### src/rtl/chess_input_ctrl_if.sv
// Board-side bundle for the chess input stage: raw keys and
// lever in, cursor, command pulses and displays out.
interface chess_input_ctrl_if;
    logic       key_row_n;
    logic       key_col_n;
    logic       key_select_n;
    logic       key_place_n;
    logic       up;
    logic [2:0] row;
    logic [2:0] col;
    logic       select_pulse;
    logic       place_pulse;
    logic [2:0] src_row;
    logic [2:0] src_col;
    logic       holding;
    logic [6:0] row_seg;
    logic [6:0] col_seg;

    modport master (
        output key_row_n, key_col_n, key_select_n, key_place_n, up,
        input  row, col, select_pulse, place_pulse,
        input  src_row, src_col, holding, row_seg, col_seg
    );

    modport slave (
        input  key_row_n, key_col_n, key_select_n, key_place_n, up,
        output row, col, select_pulse, place_pulse,
        output src_row, src_col, holding, row_seg, col_seg
    );
endinterface

### src/rtl/chess_input_ctrl.sv
// Chess board input stage: key sync/debounce, wrapping cursor,
// select/place phase tracking and hex cursor displays.
module chess_input_ctrl #(
    parameter int DEBOUNCE_CYCLES = 500000,
    parameter int CNT_W           = 20
) (
    input  logic               clk,
    input  logic               reset,
    chess_input_ctrl_if.slave  bus
);
    typedef enum logic {IDLE, HELD} state_t;

    localparam logic [CNT_W-1:0] CNT_MAX = CNT_W'(DEBOUNCE_CYCLES - 1);

    // bit order: row, col, select, place, lever
    logic [4:0] raw;
    logic [4:0] sync1;
    logic [4:0] sync2;

    logic [3:0]       key_k;
    logic [3:0]       key_kd;
    logic [3:0]       press;
    logic [CNT_W-1:0] cnt [4];

    logic       up_s;
    logic       sel_go;
    logic       place_go;
    state_t     state;

    logic [2:0] row_q;
    logic [2:0] col_q;
    logic       row_pend;
    logic       row_pdir;
    logic       col_pend;
    logic       col_pdir;
    logic [2:0] src_row_q;
    logic [2:0] src_col_q;
    logic       holding_q;
    logic       sel_pulse_q;
    logic       plc_pulse_q;

    function automatic logic [2:0] step(input logic [2:0] v,
                                        input logic inc);
        return inc ? v + 3'd1 : v - 3'd1;
    endfunction

    function automatic logic [6:0] seg7(input logic [2:0] v);
        logic [6:0] s;
        unique case (v)
            3'd0: s = 7'b1000000;
            3'd1: s = 7'b1111001;
            3'd2: s = 7'b0100100;
            3'd3: s = 7'b0110000;
            3'd4: s = 7'b0011001;
            3'd5: s = 7'b0010010;
            3'd6: s = 7'b0000010;
            3'd7: s = 7'b1111000;
        endcase
        return s;
    endfunction

    assign raw = {bus.up, bus.key_place_n, bus.key_select_n,
                  bus.key_col_n, bus.key_row_n};

    // two-flop synchronizers, idle-high like released keys
    always_ff @(posedge clk or negedge reset) begin
        if (!reset) begin
            sync1 <= '1;
            sync2 <= '1;
        end else begin
            sync1 <= raw;
            sync2 <= sync1;
        end
    end

    // per-key debounce: accept a change after a full run of agreement
    always_ff @(posedge clk or negedge reset) begin
        if (!reset) begin
            key_k  <= '1;
            key_kd <= '1;
            for (int i = 0; i < 4; i++) cnt[i] <= '0;
        end else begin
            key_kd <= key_k;
            for (int i = 0; i < 4; i++) begin
                if (sync2[i] == key_k[i]) begin
                    cnt[i] <= '0;
                end else if (cnt[i] == CNT_MAX) begin
                    key_k[i] <= sync2[i];
                    cnt[i]   <= '0;
                end else begin
                    cnt[i] <= cnt[i] + 1'b1;
                end
            end
        end
    end

    assign press    = key_kd & ~key_k;
    assign up_s     = sync2[4];
    assign place_go = (state == HELD) & press[3];
    assign sel_go   = press[2] & ~place_go;

    // cursor moves; deferred one cycle when a place is being issued
    // so the place pulse sees the pre-move destination
    always_ff @(posedge clk or negedge reset) begin
        if (!reset) begin
            row_q    <= '0;
            col_q    <= '0;
            row_pend <= 1'b0;
            row_pdir <= 1'b0;
            col_pend <= 1'b0;
            col_pdir <= 1'b0;
        end else if (place_go) begin
            row_pend <= press[0];
            row_pdir <= up_s;
            col_pend <= press[1];
            col_pdir <= up_s;
        end else begin
            row_pend <= 1'b0;
            col_pend <= 1'b0;
            if (press[0]) row_q <= step(row_q, up_s);
            else if (row_pend) row_q <= step(row_q, row_pdir);
            if (press[1]) col_q <= step(col_q, up_s);
            else if (col_pend) col_q <= step(col_q, col_pdir);
        end
    end

    // select/place phase FSM with registered command pulses
    always_ff @(posedge clk or negedge reset) begin
        if (!reset) begin
            state       <= IDLE;
            holding_q   <= 1'b0;
            src_row_q   <= '0;
            src_col_q   <= '0;
            sel_pulse_q <= 1'b0;
            plc_pulse_q <= 1'b0;
        end else begin
            sel_pulse_q <= sel_go;
            plc_pulse_q <= place_go;
            if (sel_go) begin
                src_row_q <= row_q;
                src_col_q <= col_q;
                holding_q <= 1'b1;
                state     <= HELD;
            end else if (place_go) begin
                holding_q <= 1'b0;
                state     <= IDLE;
            end
        end
    end

    assign bus.row          = row_q;
    assign bus.col          = col_q;
    assign bus.src_row      = src_row_q;
    assign bus.src_col      = src_col_q;
    assign bus.holding      = holding_q;
    assign bus.select_pulse = sel_pulse_q;
    assign bus.place_pulse  = plc_pulse_q;
    assign bus.row_seg      = seg7(row_q);
    assign bus.col_seg      = seg7(col_q);
endmodule

### src/flat_wrapper.sv
// flat-port wrapper written by rule: the top's interface ports become plain ports
module chess_input_ctrl_flat 
#(
    parameter int DEBOUNCE_CYCLES = 500000,
    parameter int CNT_W           = 20
)
  (clk, reset, bus_key_row_n, bus_key_col_n, bus_key_select_n, bus_key_place_n, bus_up, bus_row, bus_col, bus_select_pulse, bus_place_pulse, bus_src_row, bus_src_col, bus_holding, bus_row_seg, bus_col_seg);
  chess_input_ctrl_if bus_i ();
  input  logic clk;
  input  logic reset;
  input wire logic [$bits(bus_i.key_row_n)-1:0] bus_key_row_n;
  input wire logic [$bits(bus_i.key_col_n)-1:0] bus_key_col_n;
  input wire logic [$bits(bus_i.key_select_n)-1:0] bus_key_select_n;
  input wire logic [$bits(bus_i.key_place_n)-1:0] bus_key_place_n;
  input wire logic [$bits(bus_i.up)-1:0] bus_up;
  output wire logic [$bits(bus_i.row)-1:0] bus_row;
  output wire logic [$bits(bus_i.col)-1:0] bus_col;
  output wire logic [$bits(bus_i.select_pulse)-1:0] bus_select_pulse;
  output wire logic [$bits(bus_i.place_pulse)-1:0] bus_place_pulse;
  output wire logic [$bits(bus_i.src_row)-1:0] bus_src_row;
  output wire logic [$bits(bus_i.src_col)-1:0] bus_src_col;
  output wire logic [$bits(bus_i.holding)-1:0] bus_holding;
  output wire logic [$bits(bus_i.row_seg)-1:0] bus_row_seg;
  output wire logic [$bits(bus_i.col_seg)-1:0] bus_col_seg;
  assign bus_i.key_row_n = bus_key_row_n;
  assign bus_i.key_col_n = bus_key_col_n;
  assign bus_i.key_select_n = bus_key_select_n;
  assign bus_i.key_place_n = bus_key_place_n;
  assign bus_i.up = bus_up;
  assign bus_row = bus_i.row;
  assign bus_col = bus_i.col;
  assign bus_select_pulse = bus_i.select_pulse;
  assign bus_place_pulse = bus_i.place_pulse;
  assign bus_src_row = bus_i.src_row;
  assign bus_src_col = bus_i.src_col;
  assign bus_holding = bus_i.holding;
  assign bus_row_seg = bus_i.row_seg;
  assign bus_col_seg = bus_i.col_seg;
  chess_input_ctrl #(.DEBOUNCE_CYCLES(DEBOUNCE_CYCLES), .CNT_W(CNT_W)) u_core (.clk(clk), .reset(reset), .bus(bus_i));
endmodule
### config.mk
export PLATFORM = sky130hd
export DESIGN_NAME = chess_input_ctrl_flat
export DESIGN_NICKNAME = d
export VERILOG_FILES = /design/src/rtl/chess_input_ctrl_if.sv /design/src/rtl/chess_input_ctrl.sv /design/src/flat_wrapper.sv
export SDC_FILE = /design/constraint.sdc
export NUM_CORES = 1
export LEC_CHECK = 0
export BUFFER_PORTS_ARGS = -buffer_cell sky130_fd_sc_hd__buf_4
export CORE_MARGIN = 2
export CORE_UTILIZATION = 40
export CTS_CLUSTER_DIAMETER = 100
export DETAILED_ROUTE_END_ITERATION = 10
export SETUP_SLACK_MARGIN = 0.3
export SYNTH_ARGS = -nofsm -noshare
export SYNTH_HDL_FRONTEND = slang
export SYNTH_SLANG_ARGS = --single-unit
export TNS_END_PERCENT = 1
### constraint.sdc
create_clock -name clk -period 2.1 [get_ports clk]
set_input_delay 0.21 -clock clk [delete_from_list [all_inputs] [get_ports clk]]
set_output_delay 0.21 -clock clk [all_outputs]
set_load 0.03 [all_outputs]
==> Word-level counts from Yosys, hierarchy flattened <==
Memories as Yosys holds them, arrays and structs flattened.
Index checks and enable logic that the tools add are counted.
{ "totals": {"word_cells": 77, "rom_bits": 112, "reg_bits": 116, "inputBits": 7, "latch_bits": 0, "output_inout_bits": 29, "memories": 2, "ram_bits": 0} }
{ "mem_list": {"columns": ["memory", "words", "word_bits", "read_ports", "rd_clocked_by_memory_dff", "wr", "line", "source"], "rows": [
  ["(no name shown)", 8, 7, 1, 0, 0, "chess_input_ctrl.sv:49", "unique case (v)"],
  ["(no name shown)", 8, 7, 1, 0, 0, "chess_input_ctrl.sv:49", null]
]} }
{ "classes": {"bitwise_logic": 9, "n_shift": 0, "multipliers": 0, "eq_ne": 8, "reduce_logical": 9, "magnitude_cmp": 0, "n_addsub": 8, "n_mux": 20, "div": 0} }
{ "ops": {"columns": ["op", "n"], "rows": [
  ["two-way mux 20 bit", 8],
  ["adder 20 x 1 -> 20 bit (second input constant)", 4],
  ["equality test 20 x 19 -> 1 bit (second input constant)", 4],
  ["two-way mux 3 bit", 8],
  ["AND reduction 2 bit", 6],
  ["adder 3 x 1 -> 3 bit (second input constant)", 2],
  ["nonzero test 2 bit", 3],
  ["subtractor 3 x 1 -> 3 bit (second input constant)", 2],
  ["NOT 1 bit", 5],
  ["bitwise AND 4 bit", 1],
  ["equality test 1 bit", 4],
  ["two-way mux 1 bit", 4],
  ["NOT 4 bit", 1],
  ["bitwise AND 1 bit", 2]
]} }

==> Logic depth before layout (Yosys ltp) <==
{ "logic_depth": {"word_depth": 6, "depth_mapped": 6, "ltp_nobuf": 6} }

==> Worst setup path before layout <==
Ideal clock, no wire load.
{ "synth_path": {"kind": "register to output", "start": "register u_core.row_q[0], in the netlist u_core.bus.row[0]", "end": "output bus_row_seg[3]", "n_path_buf": 0, "path_stages_with_launch": 5, "t_arrival_ns": 1.755, "setup_slack_ns": 0.135, "path_cell_list": "dfrtp_1 inv_1 ha_1 and2_1 nor2_1"} }
{ "synth_via": {"elab_chain_len": 1} }
{ "synth_lines": {"columns": ["item", "line", "source"], "rows": [
  ["start, declared", "chess_input_ctrl.sv:30", "logic [2:0] row_q;"],
  ["start signal, assigned", "chess_input_ctrl.sv:120", "if (press[0]) row_q <= step(row_q, up_s);"],
  ["start signal, assigned", "chess_input_ctrl.sv:121", "else if (row_pend) row_q <= step(row_q, row_pdir);"],
  ["memory (8 x 7 bit)", null, null],
  ["end, declared", "flat_wrapper.sv:23", "output wire logic [$bits(bus_i.row_seg)-1:0] bus_row_seg;"]
]} }
No other way between the ends.

==> Worst setup path after layout <==
{ "layout_path": {"start": "register u_core.col_q[2], in the netlist u_core.bus.col[2]", "end": "output bus_col_seg[6]"} }
{ "layout_via": {"elab_chain_len": 1} }
{ "layout_lines": {"columns": ["item", "line", "source"], "rows": [
  ["start, declared", "chess_input_ctrl.sv:31", "logic [2:0] col_q;"],
  ["start signal, assigned", "chess_input_ctrl.sv:122", "if (press[1]) col_q <= step(col_q, up_s);"],
  ["start signal, assigned", "chess_input_ctrl.sv:123", "else if (col_pend) col_q <= step(col_q, col_pdir);"],
  ["memory (8 x 7 bit)", null, null],
  ["end, declared", "flat_wrapper.sv:24", "output wire logic [$bits(bus_i.col_seg)-1:0] bus_col_seg;"]
]} }
No other way between the ends.

==> run metrics <==
Critical Path Start Type=flop; cell family with most CP delay=flip-flops; proportion of power drawn by the clock network=between 50% and 60%; TritonCTS clock tree=done; Mapped Cells=between 500 and 600; Die Y-Extent=about 120 um; Mapped Nets=576; placed insts=a little under 800; DRT antenna net count=0; VDD IR max=between 0.5 and 0.6 mV; Layout area overhead=24.1%; core area=around 0.014 mm^2; largest cells by area after synthesis=dfrtp_1 (43%), dfstp_2 (8.4%), xnor2_1 (8.1%); Mapped Avg Cell Area=a little over 10 um^2; Pre-Repair DR Iteration Count=4; IO Port Bufs=35; Max stage delay cell, worst path=dfrtp_1; commonest non-fill, non-tap cell in the layout=dfrtp_1; crit end category=output pin; Reg power frac=between 40% and 50%; DRC violations left=0; clock sink count=between 100 and 150; Lkg Pwr=2.88 nW; vias per inst=slightly above 5; crit path max fanout=9; final WL=about 11,000 um; CP Data Arrival Time=about 1600 ps; setup TNS=0 ps; Max transition margin=slightly below 70%; gpl congestion=roughly 0.80; post-synth top area cell=dfrtp_1; FP Rows=43; Slew Viols, Final=0; clk root buf=clkbuf_16; RSZ-0062 raised after global routing=true; vias=4,235; Max stage delay on crit path=between 400 and 500 ps; sw power=between 1 and 1.5 mW; Yosys reg bits=116; grt total ovfl=0; Cell variety after synth=48; final core occ=about half; WS Path Type=reg -> out; number of global-route vias before repair=~4,000; final worst setup slack=~280 ps; die width=around 120 um; clock slew at reported path FFs=around 50 ps; WL/cell=around 13 um; f_max=~0.55 GHz; status=completed; GRT Util Overall=~16%; Place WS=between 100 and 150 ps; initial detailed-routing violation count=240; Data required, critical path=about 1900 ps; power share of the combinational group=just under 3%; final-report setup violation count=0; Max Cap Violations=0; worst-case clock skew=6.48 ps; clock tree buffer depth=2; DP HPWL=7440 um; most frequent cells in the layout=dfrtp_1 (91), nor2_1 (83), buf_4 (57), xnor2_1 (52), nand2_1 (35); crit-path cells=inv_1, mux2_2, buf_4; Tmin final=approximately 1800 ps; synthesized area=approximately 0.0056 mm^2; HP Class=in -> async; Non-Filler Instances=826; sequential area share after synthesis=51.8%; worst skew pair latency=410 ps; Cell Pwr Density=about 740 mW/mm^2; Hold Vio Cnt, Final=0; H-tree depth=4; CTS Buf Count=17; Tightest Pin Transition=approximately 460 ps; total die area=about 0.015 mm^2; initial antenna violation count=0; P_int=around 4.1 mW; layout cells sized above 1=a little over a fifth; NumNets Final=652; Sw Share=about a fifth; warnings from Yosys=0; Fillers=1,258; maximum number of pins on one net before global-route repair=49; Initial Util=around two fifths; Inserted Diodes=0; global-route wire length before repair=18,800 um; Crit path buffers/inverters=2; Final Cycle Share=just under 90%; top cell type's share of synthesized area=a little over two fifths; Ports=36
-- worst paths after layout --
| path | startpoint | endpoint | slack (ps) | cells past startpoint |
|---|---|---|---|---|
| max in group asynchronous | reset | u_core.sync2[2] | 1150 | 3 |
| min in group clk | u_core.sync1[2] | u_core.sync2[2] | 350 | 0 |
| worst max-delay path | u_core.bus.col[2] | bus_col_seg[6] | 280 | 3 |
| worst max register to register | u_core.cnt[51] | u_core.key_k[1] | 300 | 4 |
| worst min-delay path | reset | u_core.cnt[52] | 250 | 2 |
| worst min register to register | u_core.sync1[2] | u_core.sync2[2] | 350 | 0 |
-- final cells by class --
type	instances	area, um^2	area share, %
flip-flops and latches	116	2930	41.9
multi-input cells	405	2650	37.8
clock inverters	5	50.0	0.714
inverters	26	97.6	1.39
well taps	180	225	3.21
repair buffers	67	542	7.73
clock buffers	27	513	7.32
-- power by group through the flow --
stage / Combinational, mW / Clock (mW) / Sequential, mW
2_1_floorplan: 0.0627 / 0 / 2.33
3_3_place_gp: 0.133 / 0 / 2.34
3_5_place_dp: 0.135 / 0 / 2.34
4_1_cts: 0.153 / 2.78 / 2.31
5_1_grt: 0.177 / 2.89 / 2.31
6_report: 0.151 / 2.70 / 2.31
-- through the flow --
stage / instance area [um^2] / power, mW / hold WS, ps
global placement: 6210 / 2.47 / 136
floorplan: 5650 / 2.40 / -85.6
detailed placement: 6210 / 2.48 / 144
global route: 7010 / 5.38 / 278
finish: 7010 / 5.17 / 250
CTS: 6920 / 5.24 / 242
-- cells in the mapped netlist, drive strengths merged --
cell type,number
nor3,17
a21oi,15
a31o,1
and2,4
xor2,16
nor4b,5
and3,4
o21bai,1
xnor2,52
nor2b,8
or3,5
a211oi,1
nor4bb,4
a21o,2
mux2,9
nand4bb,1
nor4,21
o21ai,21
or4,7
nand4b,1
buf,5
nand3b,1
dfrtp,98
o31ai,4
mux2i,5
nand2,35
or2,1
or4b,1
clkbuf,5
nor2,85
o221ai,1
and4,2
dfstp,18
a31oi,2
nand4,28
nand3,30
inv,26
nand2b,3
ha,12
-- routing by layer --
| layer | track usage [%] | wire [um] |
|---|---|---|
| met1 | 20.7 | 5290 |
| met2 | 24.6 | 5080 |
| met3 | 4.79 | 434 |
| met4 | 6.47 | 203 |
| met5 | 0 | 0 |
-- registers in the layout, indices dropped and copies added, names as in the netlist --
signal	count
u_core.bus.src_col	3
u_core.state	1
u_core.col_pend	1
u_core.bus.place_pulse	1
u_core.sync1	5
u_core.row_pdir	1
u_core.bus.col	3
u_core.key_kd	4
u_core.row_pend	1
u_core.key_k	4
u_core.cnt	80
u_core.bus.row	3
u_core.bus.select_pulse	1
u_core.bus.src_row	3
u_core.sync2	5
-- cell families (layout without fill, tap and decap cells) --
family                     count (synthesis)  in the layout  share of synthesized area, %
AOI/OAI and AO/OA                         48             48                          5.23
xor gates and xnor gates                  68             68                          10.5
adders and majority gates                 12             12                          2.66
buffers and inverters                     36            125                          2.64
DFF                                      116            116                          51.8
muxes                                     14             14                          2.68
and+or+nand+nor                          263            263                          24.5
-- timing repair --
item / 4_1_cts / 5_1_grt
resized for setup: 7 / 17
pin swaps: 2 / 2
hold buffers: 6 / 0
endpoints found under the hold margin: 28 / 0
buffers inserted: 8 / 3
endpoints found under the setup margin: 29 / 48
No activity file was read; power rests on OpenSTA's default activity.
